## config.mk

```make
export PLATFORM = sky130hd
export DESIGN_NAME = alu_issue_ctrl_flat
export DESIGN_NICKNAME = d
export VERILOG_FILES = /design/src/rtl/alu_issue_if.sv /design/src/rtl/alu_issue_ctrl.sv /design/src/flat_wrapper.sv
export SDC_FILE = /design/constraint.sdc
export NUM_CORES = 1
export LEC_CHECK = 0
export ABC_AREA = 1
export ABC_CLOCK_PERIOD_IN_PS = 1800
export BUFFER_PORTS_ARGS = -buffer_cell sky130_fd_sc_hd__buf_2
export CORE_AREA = 2 2 187 189
export CTS_CLUSTER_DIAMETER = 100
export DETAILED_ROUTE_END_ITERATION = 7
export DIE_AREA = 0 0 189 191
export PLACE_DENSITY = 0.53
export SLEW_MARGIN = 15
export SYNTH_ARGS = -nofsm -noshare
export SYNTH_HDL_FRONTEND = slang
export SYNTH_SLANG_ARGS = --single-unit
```

## constraint.sdc

```tcl
create_clock -name clk -period 1.8 [get_ports clk]
set_clock_uncertainty 0.05 [all_clocks]
set_input_delay 0.36 -clock clk [delete_from_list [all_inputs] [get_ports clk]]
set_output_delay 0.36 -clock clk [all_outputs]
set_load 0.005 [all_outputs]
```

## src/rtl/alu_issue_if.sv

```systemverilog
// Bundle-in / result-out handshake plus the operand/result wires to the
// combinational ALU.
interface alu_issue_if #(
  parameter int DATA_WIDTH    = 64,
  parameter int OPCODE_LENGTH = 4
);
  logic                     in_valid;
  logic                     in_ready;
  logic [6:0]               Opcode;
  logic [2:0]               Funct3;
  logic [6:0]               Funct7;
  logic [DATA_WIDTH-1:0]    RdataA;
  logic [DATA_WIDTH-1:0]    RdataB;
  logic [DATA_WIDTH-1:0]    Imm;
  logic [DATA_WIDTH-1:0]    SrcA;
  logic [DATA_WIDTH-1:0]    SrcB;
  logic [OPCODE_LENGTH-1:0] ALUCC;
  logic [DATA_WIDTH-1:0]    ALUResult;
  logic                     out_valid;
  logic                     out_ready;
  logic [DATA_WIDTH-1:0]    Result;
  logic                     IllegalOp;

  // The controller side.
  modport master (
    input  in_valid, Opcode, Funct3, Funct7, RdataA, RdataB, Imm,
           ALUResult, out_ready,
    output in_ready, SrcA, SrcB, ALUCC, out_valid, Result, IllegalOp
  );

  // Instruction source, ALU and result consumer.
  modport slave (
    output in_valid, Opcode, Funct3, Funct7, RdataA, RdataB, Imm,
           ALUResult, out_ready,
    input  in_ready, SrcA, SrcB, ALUCC, out_valid, Result, IllegalOp
  );
endinterface

```

## src/rtl/alu_issue_ctrl.sv

```systemverilog
// ALU issue controller: decodes one RV instruction bundle per handshake,
// drives registered operands to the ALU and returns the captured result.
//
// state | meaning
// IDLE  | ready for a bundle; operands hold last legal values
// EXEC  | operands held on the ALU, down-counter running to capture
// HOLD  | Result/IllegalOp presented, waiting for out_ready
module alu_issue_ctrl #(
  parameter int DATA_WIDTH    = 64,
  parameter int OPCODE_LENGTH = 4,
  parameter int MUL_CYCLES    = 3
) (
  input  logic        clk,
  input  logic        rst_n,
  alu_issue_if.master bus
);
  localparam logic [1:0] IDLE = 2'd0;
  localparam logic [1:0] EXEC = 2'd1;
  localparam logic [1:0] HOLD = 2'd2;

  localparam logic [OPCODE_LENGTH-1:0] CC_ADD = OPCODE_LENGTH'(4'b0010);
  localparam logic [OPCODE_LENGTH-1:0] CC_SUB = OPCODE_LENGTH'(4'b0110);
  localparam logic [OPCODE_LENGTH-1:0] CC_OR  = OPCODE_LENGTH'(4'b0001);
  localparam logic [OPCODE_LENGTH-1:0] CC_MUL = OPCODE_LENGTH'(4'b0000);

  localparam logic [6:0] OP_R    = 7'b0110011;
  localparam logic [6:0] OP_IMM  = 7'b0010011;
  localparam logic [6:0] OP_LD   = 7'b0000011;
  localparam logic [6:0] OP_ST   = 7'b0100011;

  localparam logic [3:0] MUL_LOAD = 4'(MUL_CYCLES);

  logic [1:0]               state;
  logic [3:0]               count;
  logic                     dec_legal;
  logic                     dec_use_imm;
  logic                     dec_mul;
  logic [OPCODE_LENGTH-1:0] dec_cc;
  logic                     accept;

  always_comb begin
    dec_legal   = 1'b0;
    dec_use_imm = 1'b0;
    dec_mul     = 1'b0;
    dec_cc      = CC_ADD;
    case (bus.Opcode)
      OP_R: begin
        if (bus.Funct3 == 3'b000 && bus.Funct7 == 7'b0000000) begin
          dec_legal = 1'b1;
          dec_cc    = CC_ADD;
        end else if (bus.Funct3 == 3'b000 && bus.Funct7 == 7'b0100000) begin
          dec_legal = 1'b1;
          dec_cc    = CC_SUB;
        end else if (bus.Funct3 == 3'b110 && bus.Funct7 == 7'b0000000) begin
          dec_legal = 1'b1;
          dec_cc    = CC_OR;
        end else if (bus.Funct3 == 3'b000 && bus.Funct7 == 7'b0000001) begin
          dec_legal = 1'b1;
          dec_mul   = 1'b1;
          dec_cc    = CC_MUL;
        end
      end
      OP_IMM: begin
        dec_use_imm = 1'b1;
        if (bus.Funct3 == 3'b000) begin
          dec_legal = 1'b1;
          dec_cc    = CC_ADD;
        end else if (bus.Funct3 == 3'b110) begin
          dec_legal = 1'b1;
          dec_cc    = CC_OR;
        end
      end
      OP_LD, OP_ST: begin
        dec_legal   = 1'b1;
        dec_use_imm = 1'b1;
        dec_cc      = CC_ADD;
      end
      default: dec_legal = 1'b0;
    endcase
  end

  assign accept        = (state == IDLE) && bus.in_valid;
  assign bus.in_ready  = (state == IDLE);
  assign bus.out_valid = (state == HOLD);

  always_ff @(posedge clk) begin
    if (!rst_n) begin
      state         <= IDLE;
      count         <= '0;
      bus.SrcA      <= '0;
      bus.SrcB      <= '0;
      bus.ALUCC     <= CC_ADD;
      bus.Result    <= '0;
      bus.IllegalOp <= 1'b0;
    end else begin
      case (state)
        IDLE: begin
          if (accept) begin
            if (dec_legal) begin
              bus.SrcA  <= bus.RdataA;
              bus.SrcB  <= dec_use_imm ? bus.Imm : bus.RdataB;
              bus.ALUCC <= dec_cc;
              count     <= dec_mul ? MUL_LOAD : 4'd1;
              state     <= EXEC;
            end else begin
              // Illegal encodings never touch the ALU operands.
              bus.Result    <= '0;
              bus.IllegalOp <= 1'b1;
              state         <= HOLD;
            end
          end
        end
        EXEC: begin
          if (count == 4'd1) begin
            bus.Result    <= bus.ALUResult;
            bus.IllegalOp <= 1'b0;
            count         <= '0;
            state         <= HOLD;
          end else begin
            count <= count - 4'd1;
          end
        end
        HOLD: begin
          if (bus.out_ready) state <= IDLE;
        end
        default: state <= IDLE;
      endcase
    end
  end
endmodule
```

## src/flat_wrapper.sv

```systemverilog
// flat-port wrapper written by rule: the top's interface ports become plain ports
module alu_issue_ctrl_flat 
#(
  parameter int DATA_WIDTH    = 64,
  parameter int OPCODE_LENGTH = 4,
  parameter int MUL_CYCLES    = 3
)
  (clk, rst_n, bus_in_valid, bus_Opcode, bus_Funct3, bus_Funct7, bus_RdataA, bus_RdataB, bus_Imm, bus_ALUResult, bus_out_ready, bus_in_ready, bus_SrcA, bus_SrcB, bus_ALUCC, bus_out_valid, bus_Result, bus_IllegalOp);
  alu_issue_if #(.DATA_WIDTH(DATA_WIDTH), .OPCODE_LENGTH(OPCODE_LENGTH)) bus_i ();
  input  logic clk;
  input  logic rst_n;
  input wire logic [$bits(bus_i.in_valid)-1:0] bus_in_valid;
  input wire logic [$bits(bus_i.Opcode)-1:0] bus_Opcode;
  input wire logic [$bits(bus_i.Funct3)-1:0] bus_Funct3;
  input wire logic [$bits(bus_i.Funct7)-1:0] bus_Funct7;
  input wire logic [$bits(bus_i.RdataA)-1:0] bus_RdataA;
  input wire logic [$bits(bus_i.RdataB)-1:0] bus_RdataB;
  input wire logic [$bits(bus_i.Imm)-1:0] bus_Imm;
  input wire logic [$bits(bus_i.ALUResult)-1:0] bus_ALUResult;
  input wire logic [$bits(bus_i.out_ready)-1:0] bus_out_ready;
  output wire logic [$bits(bus_i.in_ready)-1:0] bus_in_ready;
  output wire logic [$bits(bus_i.SrcA)-1:0] bus_SrcA;
  output wire logic [$bits(bus_i.SrcB)-1:0] bus_SrcB;
  output wire logic [$bits(bus_i.ALUCC)-1:0] bus_ALUCC;
  output wire logic [$bits(bus_i.out_valid)-1:0] bus_out_valid;
  output wire logic [$bits(bus_i.Result)-1:0] bus_Result;
  output wire logic [$bits(bus_i.IllegalOp)-1:0] bus_IllegalOp;
  assign bus_i.in_valid = bus_in_valid;
  assign bus_i.Opcode = bus_Opcode;
  assign bus_i.Funct3 = bus_Funct3;
  assign bus_i.Funct7 = bus_Funct7;
  assign bus_i.RdataA = bus_RdataA;
  assign bus_i.RdataB = bus_RdataB;
  assign bus_i.Imm = bus_Imm;
  assign bus_i.ALUResult = bus_ALUResult;
  assign bus_i.out_ready = bus_out_ready;
  assign bus_in_ready = bus_i.in_ready;
  assign bus_SrcA = bus_i.SrcA;
  assign bus_SrcB = bus_i.SrcB;
  assign bus_ALUCC = bus_i.ALUCC;
  assign bus_out_valid = bus_i.out_valid;
  assign bus_Result = bus_i.Result;
  assign bus_IllegalOp = bus_i.IllegalOp;
  alu_issue_ctrl #(.DATA_WIDTH(DATA_WIDTH), .OPCODE_LENGTH(OPCODE_LENGTH), .MUL_CYCLES(MUL_CYCLES)) u_core (.clk(clk), .rst_n(rst_n), .bus(bus_i));
endmodule
```

==> impl_results.md, run 1 <==
* Status: complete, no violations
* Bufs and invs on worst path at 2
* Cell count along the critical path at 3
* Slowest stage delay, CP at 0.31 ns
* Drt first pass iters at 4
* Gr ovfl total at 0
* Met2 wire length at 15.8 mm
* Hold EP: u_core.bus.SrcA[18]
* Via density at 4.40
* H-Tree Depth at 1
* Hold WC Path Type: primary input to flop
* Fin. max-slew vios at 0
* Root Buffer Master: clkbuf_16
* Data arrival, critical path at 1.28 ns
* Port Buf Inserts at 474
* CP max stage cell: dfxtp_1
* Sw Pwr at 2.70 mW
* Yosys warns at 0
* Max-cap viol count at 0
* Final-report hold violation count at 0
* Clock slew at reported path FFs at 0.06 ns
* Hold Crit Depth at 3
* First-pass GRT wire length at 49.8 mm
* Top cells by area, synth: dfxtp_1 45%, nor2_1 15%, nand2_1 12%, o21ai_0 7.4%, nand3_1 7.3%
* #FFs+latches synth at 202
* DIE WIDTH at 189 um
* Post-Syn Nets at 1615
* Count of different cell masters after synthesis at 26
* CP endpoint kind: output pin
* Crit path launch: u_core.state[0]
* Crit path kind: flop to output pin
* All-layer global routing usage at 17.2%
* Area of the multi-input gates at 4220 sq um
* Sw Share at 25.1%
* Clk_lat worst skew at 0.51 ns
* Routed wire length at 32.7 mm
* Hold-fix buffers, CTS at 0
* DR WL met3 at 2.17 mm
* Num rows at 68
* Number of global-route vias before repair at 9145
* DRT met1 WL at 14.0 mm
* Residual DRC count at 0
* Critical-path cell list: buf_4 > nor2_1 > buf_2
* Syn-to-layout area delta at 43.6%
* Worst path top cell family by delay: flip-flops
* Largest net degree at the start of global routing at 99
* Highest Signal Layer: met4
* Reg-to-reg critical path endpoint: u_core.bus.Result[2]
* DP Area at 12000 sq um
* Comb pwr share at 11.5%
* Leakage at 6.50 nW
* HPWL after DPL at 24.3 mm
* Final setup viols at 0
* Worst Reg-to-Reg Cells at 10
* Crit-path max FO at 3
* Asr flop ratio synth at 0%
* Synth Area per Inst at 6.68 sq um
* Chip Height at 191 um
* Synth top cells by count: 361 x nor2_1, 280 x nand2_1, 202 x dfxtp_1, 132 x o21ai_0, 130 x nand3_1
* Reg2reg start: u_core.count[1]
* TritonCTS Sinks at 202
* Initial antenna violation count at 2
* R2R setup slack at 0.14 ns
* Register area at 4050 sq um
* Ant diodes at 0
* I/O Pins at 476
* Net count, final at 2076
* Clock power frac at 45.0%
* CP startpoint kind: flop
* Dominant synthesized flop cell: dfxtp_1
* Count leader, synth: nor2_1
* Fin crit share at 93.6%
* Core area at 34100 sq um
* CTS tree: done
* Wire per inst at 14.4 um
* Critical Path RT at 1.39 ns
* Final min period at 1.69 ns
* Gate Count Post-Synth at 1336
* Via Count at 9980
* RSZ-0062 raised after global routing: no
* P_int at 8.06 mW
* Die area at 36100 sq um
* Yosys top cell by area: dfxtp_1
* Antenna viol nets, final at 0
* Sequential power share at 43.4%
* Area share of the largest cell type after synthesis at 45.3%
* Initial core utilization at 26.1%
* Post-synth EDFFs at 0
* CTS Buffer Depth at 3
* Sequential share of the synthesized area at 45.3%
* Fraction of layout cells with a size suffix above 1 at 32.5%
* Routability cong. at 0.862
* Peak supply drop at 0.000511 V
* Cell Area, Synth at 8920 sq um
* Filler cells at 3761
* Final instance area at 12800 sq um
* TritonCTS buffer count at 25
* Hold wc startpoint: bus_RdataA[18]
* Initial DRC Count at 328
* Pwr Density at 840 nW/um^2
* Hold slack at 0.0429 ns
* FMAX at 593 MHz
## worst register-to-register path: cells and delay by family (launching register included)
family | cells | cell delay [ns]
compound gates | 1 | 0.16
fa+ha+maj | 1 | 0.17
buf+inv | 4 | 0.48
flops | 1 | 0.36
simple gates | 4 | 0.34
## state kept, by name, indices dropped and copies added, names as in the netlist
name	cells
u_core.bus.Result	64
u_core.bus.SrcA	64
u_core.bus.SrcB	64
u_core.count	4
u_core.bus.ALUCC	3
u_core.state	2
u_core.bus.IllegalOp	1
## metrics by stage
step	utilization (%)	setup TNS, ns	std cells	setup slack (ns)	total power [mW]
global route	37.5	0	2269	0.000987	11.3
CTS	37.5	0	2267	0.00883	10.9
detailed placement	35.2	-71.31	2223	-0.548	6.01
global placement	35.2	-63.54	2223	-0.497	6.00
finish	37.5	0	2269	0.115	10.8
floorplan	-	0	1336	0.119	5.35
## final cells by class
type	instances	area share, %
clock buffer	35	5.49
clock inverter	9	0.616
inverter	44	1.31
multi-input combinational	986	33.0
sequential	202	31.6
tap	455	4.45
timing repair buffer	538	23.6
## cell families (layout without fill, tap and decap cells)
kind of cell    after synthesis  count (layout)  share of synthesized area, %
xor+xnor                      1               1                        0.0982
compound gates              198             198                          11.2
fa+ha+maj                     2               2                         0.281
simple gates                784             784                          35.3
other cells                   1               1                        0.0420
buf+inv                     148             626                          7.80
flops                       202             202                          45.3
## power by group through the flow
stage               combinational (mW)  clock (mW)  sequential [mW]
floorplan                        0.572           0             4.78
global placement                  1.24           0             4.77
detailed placement                1.24           0             4.77
CTS                               1.25        5.03             4.67
global route                      1.41        5.20             4.69
finish                            1.24        4.85             4.67
## layer usage
layer	vias up	global-route usage (%)
met5	-	0
met4	0	4.60
met3	56	3.30
met2	324	30.4
met1	4437	21.2
li1	5163	-
## worst max path at each step
stage                                      to  slack, ns
final                            bus_in_ready       0.11
after global routing       u_core.bus.SrcA[2]      0.001
after CTS                 u_core.bus.SrcA[54]      0.009
after detailed placement  u_core.bus.SrcA[54]      -0.55
after global placement    u_core.bus.SrcA[54]      -0.50
after floorplan           u_core.bus.SrcB[10]       0.12
## what timing repair did
item | 4_1_cts | 5_1_grt
endpoints found under the setup margin | 0 | 47
buffers inserted | 0 | 2
resized for setup | 0 | 4
## cell usage in the layout, fill, tap and decap left out
| cell | netlist | routed |
|---|---|---|
| a21oi_1 | 63 | 63 |
| a31oi_1 | 1 | 1 |
| buf_12 | 0 | 13 |
| buf_2 | 47 | 473 |
| buf_4 | 1 | 52 |
| bufinv_16 | 0 | 1 |
| clkbuf_1 | 42 | 6 |
| clkbuf_16 | 0 | 25 |
| clkbuf_8 | 0 | 4 |
| clkinv_1 | 1 | 1 |
| clkinv_2 | 0 | 5 |
| clkinvlp_4 | 0 | 2 |
| conb_1 | 1 | 1 |
| dfxtp_1 | 202 | 201 |
| dfxtp_2 | 0 | 1 |
| ha_1 | 2 | 2 |
| inv_1 | 42 | 42 |
| inv_4 | 1 | 1 |
| inv_6 | 0 | 1 |
| nand2_1 | 280 | 278 |
| nand2_2 | 4 | 4 |
| nand2_4 | 0 | 2 |
| nand3_1 | 130 | 130 |
| nand4_1 | 1 | 1 |
| nor2_1 | 361 | 358 |
| nor2_2 | 2 | 1 |
| nor2_4 | 0 | 4 |
| nor3_1 | 4 | 4 |
| nor3_4 | 1 | 1 |
| nor3b_1 | 1 | 1 |
| o21a_1 | 1 | 1 |
| o21ai_0 | 132 | 130 |
| o21ai_1 | 0 | 2 |
| o31ai_1 | 1 | 1 |
| xor2_1 | 1 | 1 |
No activity file was read; power rests on OpenSTA's default activity.
==> inputs of run 2 (changes only) <==
RECOVER_POWER = 100   (was default)
==> run 2 against run 1 <==
Compared with the run above: register-to-register slack about the same; routed wire length hardly changed; first-iteration DRC count grew 1.8%; combinational power is essentially flat; sequential power hardly changed; critical path type unchanged; critical endpoint unchanged; largest cell class unchanged.
==> impl_results.md, run 2 (same netlist as run 1, synthesis figures left out) <==
* Num rows at 68 (unchanged)
* Via density at 4.39 (was 4.40)
* Ant diodes at 0 (unchanged)
* CTS Buffer Depth at 3 (unchanged)
* Peak supply drop at 0.000515 V (was 0.000511 V)
* Net count, final at 2076 (unchanged)
* Commonest non-fill, non-tap cell in the layout: nor2_1 (was buf_2)
* Initial antenna violation count at 2 (unchanged)
* Initial DRC Count at 334 (was 328)
* Routed wire length at 32.7 mm (about the same)
* Gr ovfl total at 0 (unchanged)
* Most frequent cells in the layout: 358 x nor2_1, 327 x buf_2, 278 x nand2_1 (was 473 x buf_2, 358 x nor2_1, 278 x nand2_1)
* Core area at 34100 sq um (unchanged)
* Root Buffer Master: clkbuf_16 (unchanged)
* DIE WIDTH at 189 um (unchanged)
* Max-cap viol count at 0 (unchanged)
* Fin crit share at 93.9% (was 93.6%)
* Wire per inst at 14.4 um (about the same)
* Crit-path max FO at 3 (unchanged)
* Status: complete, no violations (unchanged)
* FMAX at 592 MHz (was 593 MHz)
* Clk_lat worst skew at 0.51 ns (about the same)
* Chip Height at 191 um (unchanged)
* Routability cong. at 0.862 (unchanged)
* Placed cells at 2223 (unchanged)
* Die area at 36100 sq um (unchanged)
* Data arrival, critical path at 1.28 ns (about the same)
* TritonCTS buffer count at 25 (unchanged)
* Residual DRC count at 0 (unchanged)
* Final-report hold violation count at 0 (unchanged)
* Antenna viol nets, final at 0 (unchanged)
* Hold slack at 0.0425 ns (was 0.0429 ns)
* TritonCTS Sinks at 202 (unchanged)
* Pwr Density at 852 nW/um^2 (was 840 nW/um^2)
* I/O Pins at 476 (unchanged)
* Crit path kind: flop to output pin (unchanged)
* Via Count at 9963 (was 9980)
* Fin. max-slew vios at 0 (unchanged)
* HPWL after DPL at 24.3 mm (unchanged)
* Top flop regs: u_core.bus.Result: 64 flops, u_core.bus.SrcA: 64 flops, u_core.bus.SrcB: 64 flops (unchanged)
* H-Tree Depth at 1 (unchanged)
* Syn-to-layout area delta at 41.3% (was 43.6%)
* Setup TNS at 0 ns (unchanged)
* Final setup viols at 0 (unchanged)
* Final min period at 1.69 ns (about the same)
* Initial core utilization at 26.1% (unchanged)
* Port Buf Inserts at 474 (unchanged)
* Clock slew at reported path FFs at 0.06 ns (about the same)
* First-pass GRT wire length at 49.8 mm (unchanged)
* All-layer global routing usage at 17.2% (unchanged)
* CP startpoint kind: flop (unchanged)
* Leakage at 5.87 nW (was 6.50 nW)
* Pre-CTS WS at -0.548 ns (unchanged)
* CP endpoint kind: output pin (unchanged)
* Hold WC Path Type: primary input to flop (unchanged)
* CTS tree: done (unchanged)
* Fin worst setup slack at 0.110 ns (was 0.115 ns)
* Largest net degree at the start of global routing at 99 (unchanged)
* Fraction of layout cells with a size suffix above 1 at 24.4% (was 32.5%)
* Drt first pass iters at 4 (unchanged)
* RSZ-0062 raised after global routing: no (unchanged)
* Final non-filler cell total at 2269 (unchanged)
* Critical Path RT at 1.39 ns (about the same)
* Number of global-route vias before repair at 9145 (unchanged)
run 2: cell count changes in the layout (fill, tap and decap cells not counted):
cell | previous run | this run
buf_4 | 52 | 40
clkbuf_1 | 6 | 153
nand2_2 | 4 | 5
clkbuf_4 | 0 | 6
clkbuf_2 | 0 | 5
nand2_4 | 2 | 1
buf_2 | 473 | 327
run 2: where the power goes:
part / internal, mW / switching (mW)
Clock: 2.86 / 1.98
Sequential: 4.60 / 0.0704
Combinational: 0.572 / 0.641
run 2: metrics by stage:
step | util, % | total power [mW] | cell area, sq um
after floorplan | - | 5.35 | 8920
after global placement | 35.2 | 6.00 | 12000
after detailed placement | 35.2 | 6.01 | 12000
after CTS | 37.5 | 10.9 | 12800
after global routing | 36.9 | 11.3 | 12600
final | 36.9 | 10.7 | 12600
run 2: timing repair:
item,in CTS,in global routing
gates resized for setup,0,4
setup endpoints to repair,0,47
buffers inserted,0,2
hold buffers,0,0
run 2: cell type report:
type | instances | area, sq um
multi-input cells | 986 | 4220
well taps | 455 | 569
fillers | 3816 | 21500
flip-flops and latches | 202 | 4050
clock inverters | 9 | 78.8
repair buffers | 538 | 2820
clock buffers | 35 | 703
inverters | 44 | 168
run 2: worst paths after layout:
path / slack, ns / to / startpoint / cells after the start
min reg2reg: 0.40 / u_core.bus.IllegalOp / u_core.bus.IllegalOp / 2
max reg2reg: 0.14 / u_core.bus.Result[7] / u_core.count[1] / 10
max: 0.11 / bus_in_ready / u_core.state[0] / 3
min: 0.04 / u_core.bus.SrcA[18] / bus_RdataA[18] / 3
run 2: layer usage:
layer	track usage [%]	part of all wire, %
met1	21.2	43
met2	30.4	48
met3	3.30	7.0
met4	4.60	2.5
met5	0	0
run 2: worst max-delay path: stages (launching register included):
cell and delay [ns]:
dfxtp_1 0.30, clkbuf_1 0.11, nor2_1 0.18, clkbuf_2 0.17
